--- config.mk ---
export PLATFORM = sky130hd
export DESIGN_NAME = rob_param
export DESIGN_NICKNAME = d
export VERILOG_FILES = /design/src/rtl/rob_param_pkg.sv /design/src/rtl/rob_param_ptr_ctr.sv /design/src/rtl/rob_param.sv
export SDC_FILE = /design/constraint.sdc
export NUM_CORES = 2
export LEC_CHECK = 0
export ABC_AREA = 0
export CAP_MARGIN = 0
export CORE_ASPECT_RATIO = 1.2
export CORE_MARGIN = 1.5
export CORE_UTILIZATION = 45
export CTS_CLUSTER_DIAMETER = 200
export DETAILED_ROUTE_END_ITERATION = 7
export SETUP_SLACK_MARGIN = 0.02
export SLEW_MARGIN = 30
export SYNTH_ARGS = -nofsm -noshare
export SYNTH_HDL_FRONTEND = slang
export SYNTH_SLANG_ARGS = --single-unit
--- constraint.sdc ---
create_clock -name clk -period 4.62 [get_ports clk]
set_input_delay 0.462 -clock clk [delete_from_list [all_inputs] [get_ports clk]]
set_output_delay 0.462 -clock clk [all_outputs]
set_load 0.05 [all_outputs]
--- src/rtl/rob_param_pkg.sv ---
// Shared reorder-buffer configuration: default widths, branch-direction encoding
// and the retire operation chosen for the head entry each cycle.
package rob_param_pkg;

    localparam int DEF_DATA_W = 32;
    localparam int DEF_ADDR_W = 32;
    localparam int DEF_REG_W  = 5;

    typedef enum logic {
        NOT_JUMP = 1'b0,
        JUMP     = 1'b1
    } jump_e;

    typedef enum logic [1:0] {
        RET_NONE,
        RET_COMMIT,
        RET_REDIRECT,
        RET_STORE
    } retire_op_e;

    function automatic logic is_mispredict(input logic pred, input logic taken);
        return pred != taken;
    endfunction

endpackage

--- src/rtl/rob_param_ptr_ctr.sv ---
// Circular pointer for the reorder buffer: advances on inc, wraps DEPTH-1 -> 0,
// and snaps back to 0 on clr.
module rob_ptr_ctr #(
    parameter int  DEPTH = 16,
    localparam int PTR_W = $clog2(DEPTH)
) (
    input  logic             clk,
    input  logic             rst,
    input  logic             inc,
    input  logic             clr,
    output logic [PTR_W-1:0] ptr
);

    localparam logic [PTR_W-1:0] LAST = PTR_W'(DEPTH - 1);

    always_ff @(posedge clk or negedge rst) begin
        if (!rst) begin
            ptr <= '0;
        end else if (clr) begin
            ptr <= '0;
        end else if (inc) begin
            ptr <= (ptr == LAST) ? '0 : ptr + PTR_W'(1);
        end
    end

endmodule

--- src/rtl/rob_param.sv ---
// Parameterised reorder buffer: allocates in order, accepts out-of-order writebacks,
// retires one entry per cycle with a store handshake and mispredict redirect.
module rob_param
    import rob_param_pkg::*;
#(
    parameter int  DEPTH  = 16,
    parameter int  DATA_W = DEF_DATA_W,
    parameter int  ADDR_W = DEF_ADDR_W,
    parameter int  REG_W  = DEF_REG_W,
    localparam int TAG_W  = $clog2(DEPTH)
) (
    input  logic              clk,
    input  logic              rst,
    input  logic              rdy,
    input  logic              alloc_valid,
    output logic              alloc_ready,
    input  logic [REG_W-1:0]  alloc_rd,
    input  logic              alloc_is_store,
    input  logic              alloc_pred_taken,
    output logic [TAG_W-1:0]  alloc_tag,
    input  logic              wb0_valid,
    input  logic [TAG_W-1:0]  wb0_tag,
    input  logic [DATA_W-1:0] wb0_data,
    input  logic              wb0_taken,
    input  logic [ADDR_W-1:0] wb0_target,
    input  logic              wb1_valid,
    input  logic [TAG_W-1:0]  wb1_tag,
    input  logic [DATA_W-1:0] wb1_data,
    output logic              cmt_valid,
    output logic [REG_W-1:0]  cmt_rd,
    output logic [DATA_W-1:0] cmt_data,
    output logic [TAG_W-1:0]  cmt_tag,
    output logic              st_valid,
    output logic [TAG_W-1:0]  st_tag,
    input  logic              st_ack,
    output logic              redirect_valid,
    output logic [ADDR_W-1:0] redirect_pc,
    input  logic              flush_in,
    output logic [TAG_W:0]    count
);

    localparam logic [TAG_W:0] FULL_CNT = (TAG_W + 1)'(DEPTH);

    logic [DEPTH-1:0]  valid_q;
    logic [DEPTH-1:0]  done_q;
    logic [DEPTH-1:0]  is_store_q;
    jump_e             pred_q   [DEPTH];
    jump_e             taken_q  [DEPTH];
    logic [REG_W-1:0]  rd_q     [DEPTH];
    logic [DATA_W-1:0] data_q   [DEPTH];
    logic [ADDR_W-1:0] target_q [DEPTH];

    logic [TAG_W-1:0]  head;
    logic [TAG_W-1:0]  tail;
    logic [TAG_W:0]    count_q;
    logic              redirect_q;
    logic [ADDR_W-1:0] redirect_pc_q;

    retire_op_e        retire_op;
    logic              active;
    logic              do_alloc;
    logic              do_retire;
    logic              clr_all;
    logic              wb0_hit;
    logic              wb1_hit;

    assign active = rdy && !flush_in;

    always_comb begin
        retire_op = RET_NONE;
        if (active && valid_q[head]) begin
            if (is_store_q[head]) begin
                retire_op = RET_STORE;
            end else if (done_q[head]) begin
                retire_op = is_mispredict(pred_q[head], taken_q[head]) ? RET_REDIRECT : RET_COMMIT;
            end
        end
    end

    assign cmt_valid = (retire_op == RET_COMMIT) || (retire_op == RET_REDIRECT);
    assign st_valid  = (retire_op == RET_STORE);
    assign do_retire = cmt_valid || (st_valid && st_ack);
    assign clr_all   = flush_in || (retire_op == RET_REDIRECT);

    // No bypass of a retiring entry: a full ROB refuses allocation even while the head leaves.
    assign alloc_ready = rst && active && !redirect_q && (count_q < FULL_CNT);
    assign do_alloc    = alloc_valid && alloc_ready;

    // wb0 wins a same-tag collision, so wb1 is dropped rather than merged.
    assign wb0_hit = active && wb0_valid && valid_q[wb0_tag];
    assign wb1_hit = active && wb1_valid && valid_q[wb1_tag] && !(wb0_valid && (wb0_tag == wb1_tag));

    assign alloc_tag      = tail;
    assign cmt_rd         = rd_q[head];
    assign cmt_data       = data_q[head];
    assign cmt_tag        = head;
    assign st_tag         = head;
    assign redirect_valid = redirect_q;
    assign redirect_pc    = redirect_pc_q;
    assign count          = count_q;

    rob_ptr_ctr #(.DEPTH(DEPTH)) u_head_ptr (
        .clk (clk),
        .rst (rst),
        .inc (do_retire),
        .clr (clr_all),
        .ptr (head)
    );

    rob_ptr_ctr #(.DEPTH(DEPTH)) u_tail_ptr (
        .clk (clk),
        .rst (rst),
        .inc (do_alloc),
        .clr (clr_all),
        .ptr (tail)
    );

    always_ff @(posedge clk or negedge rst) begin
        if (!rst) begin
            valid_q <= '0;
            done_q  <= '0;
            count_q <= '0;
        end else if (clr_all) begin
            valid_q <= '0;
            done_q  <= '0;
            count_q <= '0;
        end else begin
            if (wb0_hit) done_q[wb0_tag] <= 1'b1;
            if (wb1_hit) done_q[wb1_tag] <= 1'b1;
            if (do_retire) valid_q[head] <= 1'b0;
            if (do_alloc) begin
                valid_q[tail] <= 1'b1;
                done_q[tail]  <= 1'b0;
            end
            count_q <= count_q + (TAG_W + 1)'(do_alloc) - (TAG_W + 1)'(do_retire);
        end
    end

    always_ff @(posedge clk or negedge rst) begin
        if (!rst) begin
            redirect_q    <= 1'b0;
            redirect_pc_q <= '0;
        end else begin
            redirect_q <= (retire_op == RET_REDIRECT);
            if (retire_op == RET_REDIRECT) redirect_pc_q <= target_q[head];
        end
    end

    // Payload is qualified by valid_q, so it needs no reset; taken starts equal to
    // the prediction so results arriving through wb1 never look mispredicted.
    always_ff @(posedge clk) begin
        if (do_alloc) begin
            is_store_q[tail] <= alloc_is_store;
            pred_q[tail]     <= jump_e'(alloc_pred_taken);
            taken_q[tail]    <= jump_e'(alloc_pred_taken);
            rd_q[tail]       <= alloc_rd;
        end
        if (wb0_hit) begin
            data_q[wb0_tag]   <= wb0_data;
            taken_q[wb0_tag]  <= jump_e'(wb0_taken);
            target_q[wb0_tag] <= wb0_target;
        end
        if (wb1_hit) data_q[wb1_tag] <= wb1_data;
    end

endmodule

==> flow_summary.ini <==
[run_status]
status = finished, final reports clean

[place]
dpl_cell_area_um2 = 58330
numPortBuffers = 209
routabilityCongestion = 0.8784
dp_hpwl_mm = 83.63

[critical_path]
cpPeakStageDelay_ns = 0.86
cp_common_cell = mux4_2
required_ns = 4.16
cp-end-kind = output port
ff2ff_path_depth = 18
crit_type = register to output port
r2r_end = count[4]$_DFF_PN0_
startpoint = u_head_ptr.ptr[1]$_DFFE_PN0P_
crit_end = cmt_data[2]
critical_path.cell_chain = buf_12, mux4_2, mux4_2, clkdlybuf4s50_1
cp.arrival_ns = 3.85
cp-start-kind = register
worstPathMaxFanout = 92
timing.rr.start = u_head_ptr.ptr[0]$_DFFE_PN0P_
reg2reg_slack_ns = 0.35
critPathSlowestCell = clkdlybuf4s50_1

[sta]
period_needed_ns = 4.308
skew_ns = 0.01912
period_share_pct = 93.25
fmax_ghz = 0.2321
relSlewSlack_pct = 38.77
hold_violations = 0
worst-slew-pin-transition_ns = 0.9180
slew_viol_final = 0
setup-violations-final = 0
grt_setup_unrepaired = false
tns_ns = 0

[synth]
ys_seq_area_share_pct = 67.37
synth-edff-count = 1152
syn_area_per_cell_um2 = 20.11
synth_warnings = 0
yosysUniqueCellTypes = 46
ys_ff_latch = 1230
ys.flop_type = edfxtp_1
async_flop_share_pct = 6.341
netlist_area_um2 = 54250
synthCells = 2697
synth_nets = 2833

[route]
postRouteAntennaNets = 0
drt-wirelength-per-cell_um = 32.01
first_iter_violations = 2737
viasPerCell = 6.126
route.vias.total = 28089
first_pass_iters = 5
wl_mm = 146.8
drcViolationCount = 0

[global_route]
overflow = 0
antenna_found_initial = 12
grt_pass1_vias = 29461
grt_max_degree = 93
grt_pass1_wl_mm = 210.2
grt.total_usage_pct = 24.12

[power]
power-per-cell-area_nw_per_um2 = 378.2
p_int_mw = 18.69
p_leak_nw = 20.43
power.share.clock_pct = 43.2
p_switching_mw = 4.979
combPwrFrac_pct = 4.9
ir_drop_mv = 0.2898
pwr-share-seq_pct = 51.9
swShare_pct = 21.04

[floorplan]
placementRows = 139
coreArea_um2 = 119700
start_util_pct = 45.34
die_w_um = 320.0
die_area_um2 = 122700
io_pins = 210
fp.dieH_um = 383.3

[final_layout]
drive_gt1_share_pct = 42.26
final_common_cell = edfxtp_1
n_fill_cell = 9406
final_cell_mix = 1152 x edfxtp_1, 552 x mux2_2, 371 x mux4_2
synthToLayoutAreaGrowth_pct = 15.35
fin_area_um2 = 62570
final_nets = 3062

[clock_tree]
cts_tree = done
htree_levels = 4
clock-sinks = 1230
clk_pin_slew_ns = 0.06
cts_made_buffers = 133
clockBufferDepth = 3
clkLatencyLatePin_ns = 0.75
root_buffer = clkbuf_16

[worst_hold_path]
hold_start = alloc_pred_taken
hold_class = input port to register

[job]
drv_cap = 0
-- worst max-delay path, delay by kind of cell, from the launching register on --
kind | cells | cell delay, ns
muxes | 2 | 0.89
buffers and inverters | 2 | 1.40
DFF | 1 | 0.76
-- power groups by stage --
stage	clock network (mW)	registers (mW)	logic, mW
finish	10.2	12.3	1.16
CTS	10.4	12.3	1.16
global route	10.9	12.3	1.23
floorplan	0	12.7	0.479
detailed placement	0	12.5	1.15
global placement	0	12.5	1.11
-- state kept, by name, indices dropped and copies added, names as in the netlist --
register	count
u_tail_ptr.ptr	4
pred_q	16
count	5
u_head_ptr.ptr	4
data_q	512
taken_q	16
rd_q	80
is_store_q	16
valid_q	16
redirect_valid	1
redirect_pc	32
target_q	512
done_q	16
-- Yosys cell counts (all sizes together) (15+ instances only) --
library cell     n  area share [%]
mux4           375              16
a21oi           25            0.23
mux2           552              11
nand2          102            0.71
o211a           16            0.30
edfxtp        1152              64
ha              15            0.35
buf            108             1.3
inv             47            0.33
o21ai           20            0.18
clkbuf         114            0.79
dfrtp           78             3.6
-- logic make-up after synthesis --
logic type	synth area share, %
buffers and inverters	2.403
XOR/XNOR	0.1776
multiplexers	27.09
adder cells (fa/ha/maj)	0.3829
AO/OA/AOI/OAI	1.264
flip-flops	67.37
AND/OR/NAND/NOR	1.315
-- final cells by class --
| type | count | area [µm²] | share of cell area (%) |
|---|---|---|---|
| clock inverter | 50 | 331.6 | 0.5299 |
| timing repair buffer | 316 | 3123 | 4.991 |
| tap | 1551 | 1941 | 3.101 |
| antenna | 5 | 12.51 | 0.02000 |
| inverter | 47 | 176.4 | 0.2819 |
| multi-input combinational | 1198 | 16600 | 26.53 |
| sequential | 1230 | 36560 | 58.43 |
| clock buffer | 188 | 3827 | 6.117 |
-- repair_timing --
item / 4_1_cts / 5_1_grt
buffers inserted: 0 / 1
gates resized for setup: 1 / 1
setup endpoints to repair: 13 / 4
hold endpoints to repair: 25 / 0
hold buffers: 1 / 0
gates cloned: 1 / 0
-- per-stage QoR --
stage	hold WS, ns	power, mW	setup slack, ns	std cells	util [%]
2_1_floorplan	0.1664	13.17	0.06488	2697	-
3_3_place_gp	0.4923	13.63	0.2540	4339	48.74
3_5_place_dp	0.4945	13.67	0.2650	4339	48.75
4_1_cts	0.4664	23.87	0.06556	4579	52.26
5_1_grt	0.2339	24.37	0.08982	4582	52.29
6_report	0.2472	23.67	0.3117	4585	52.30
-- worst min-delay path by stage --
stage / to / slack, ns / depth (start not counted)
3_3_place_gp: redirect_pc[20]$_DFFE_PN0P_ / 0.49 / 1
5_1_grt: pred_q[13]$_DFFE_PP_ / 0.23 / 1
6_report: pred_q[13]$_DFFE_PP_ / 0.25 / 1
4_1_cts: redirect_pc[14]$_DFFE_PN0P_ / 0.47 / 3
2_1_floorplan: count[0]$_DFF_PN0_ / 0.17 / 0
3_5_place_dp: redirect_pc[14]$_DFFE_PN0P_ / 0.49 / 1
-- layer usage --
layer  global-route usage [%]  wire (µm)  vias up
met5                        0         39        -
met4                    7.557       4062        8
met3                    5.098      10510      270
met2                    40.91      74650     1061
met1                    31.23      57530    15187
li1                         -          -    11563
(Power assumes the default switching activity.)
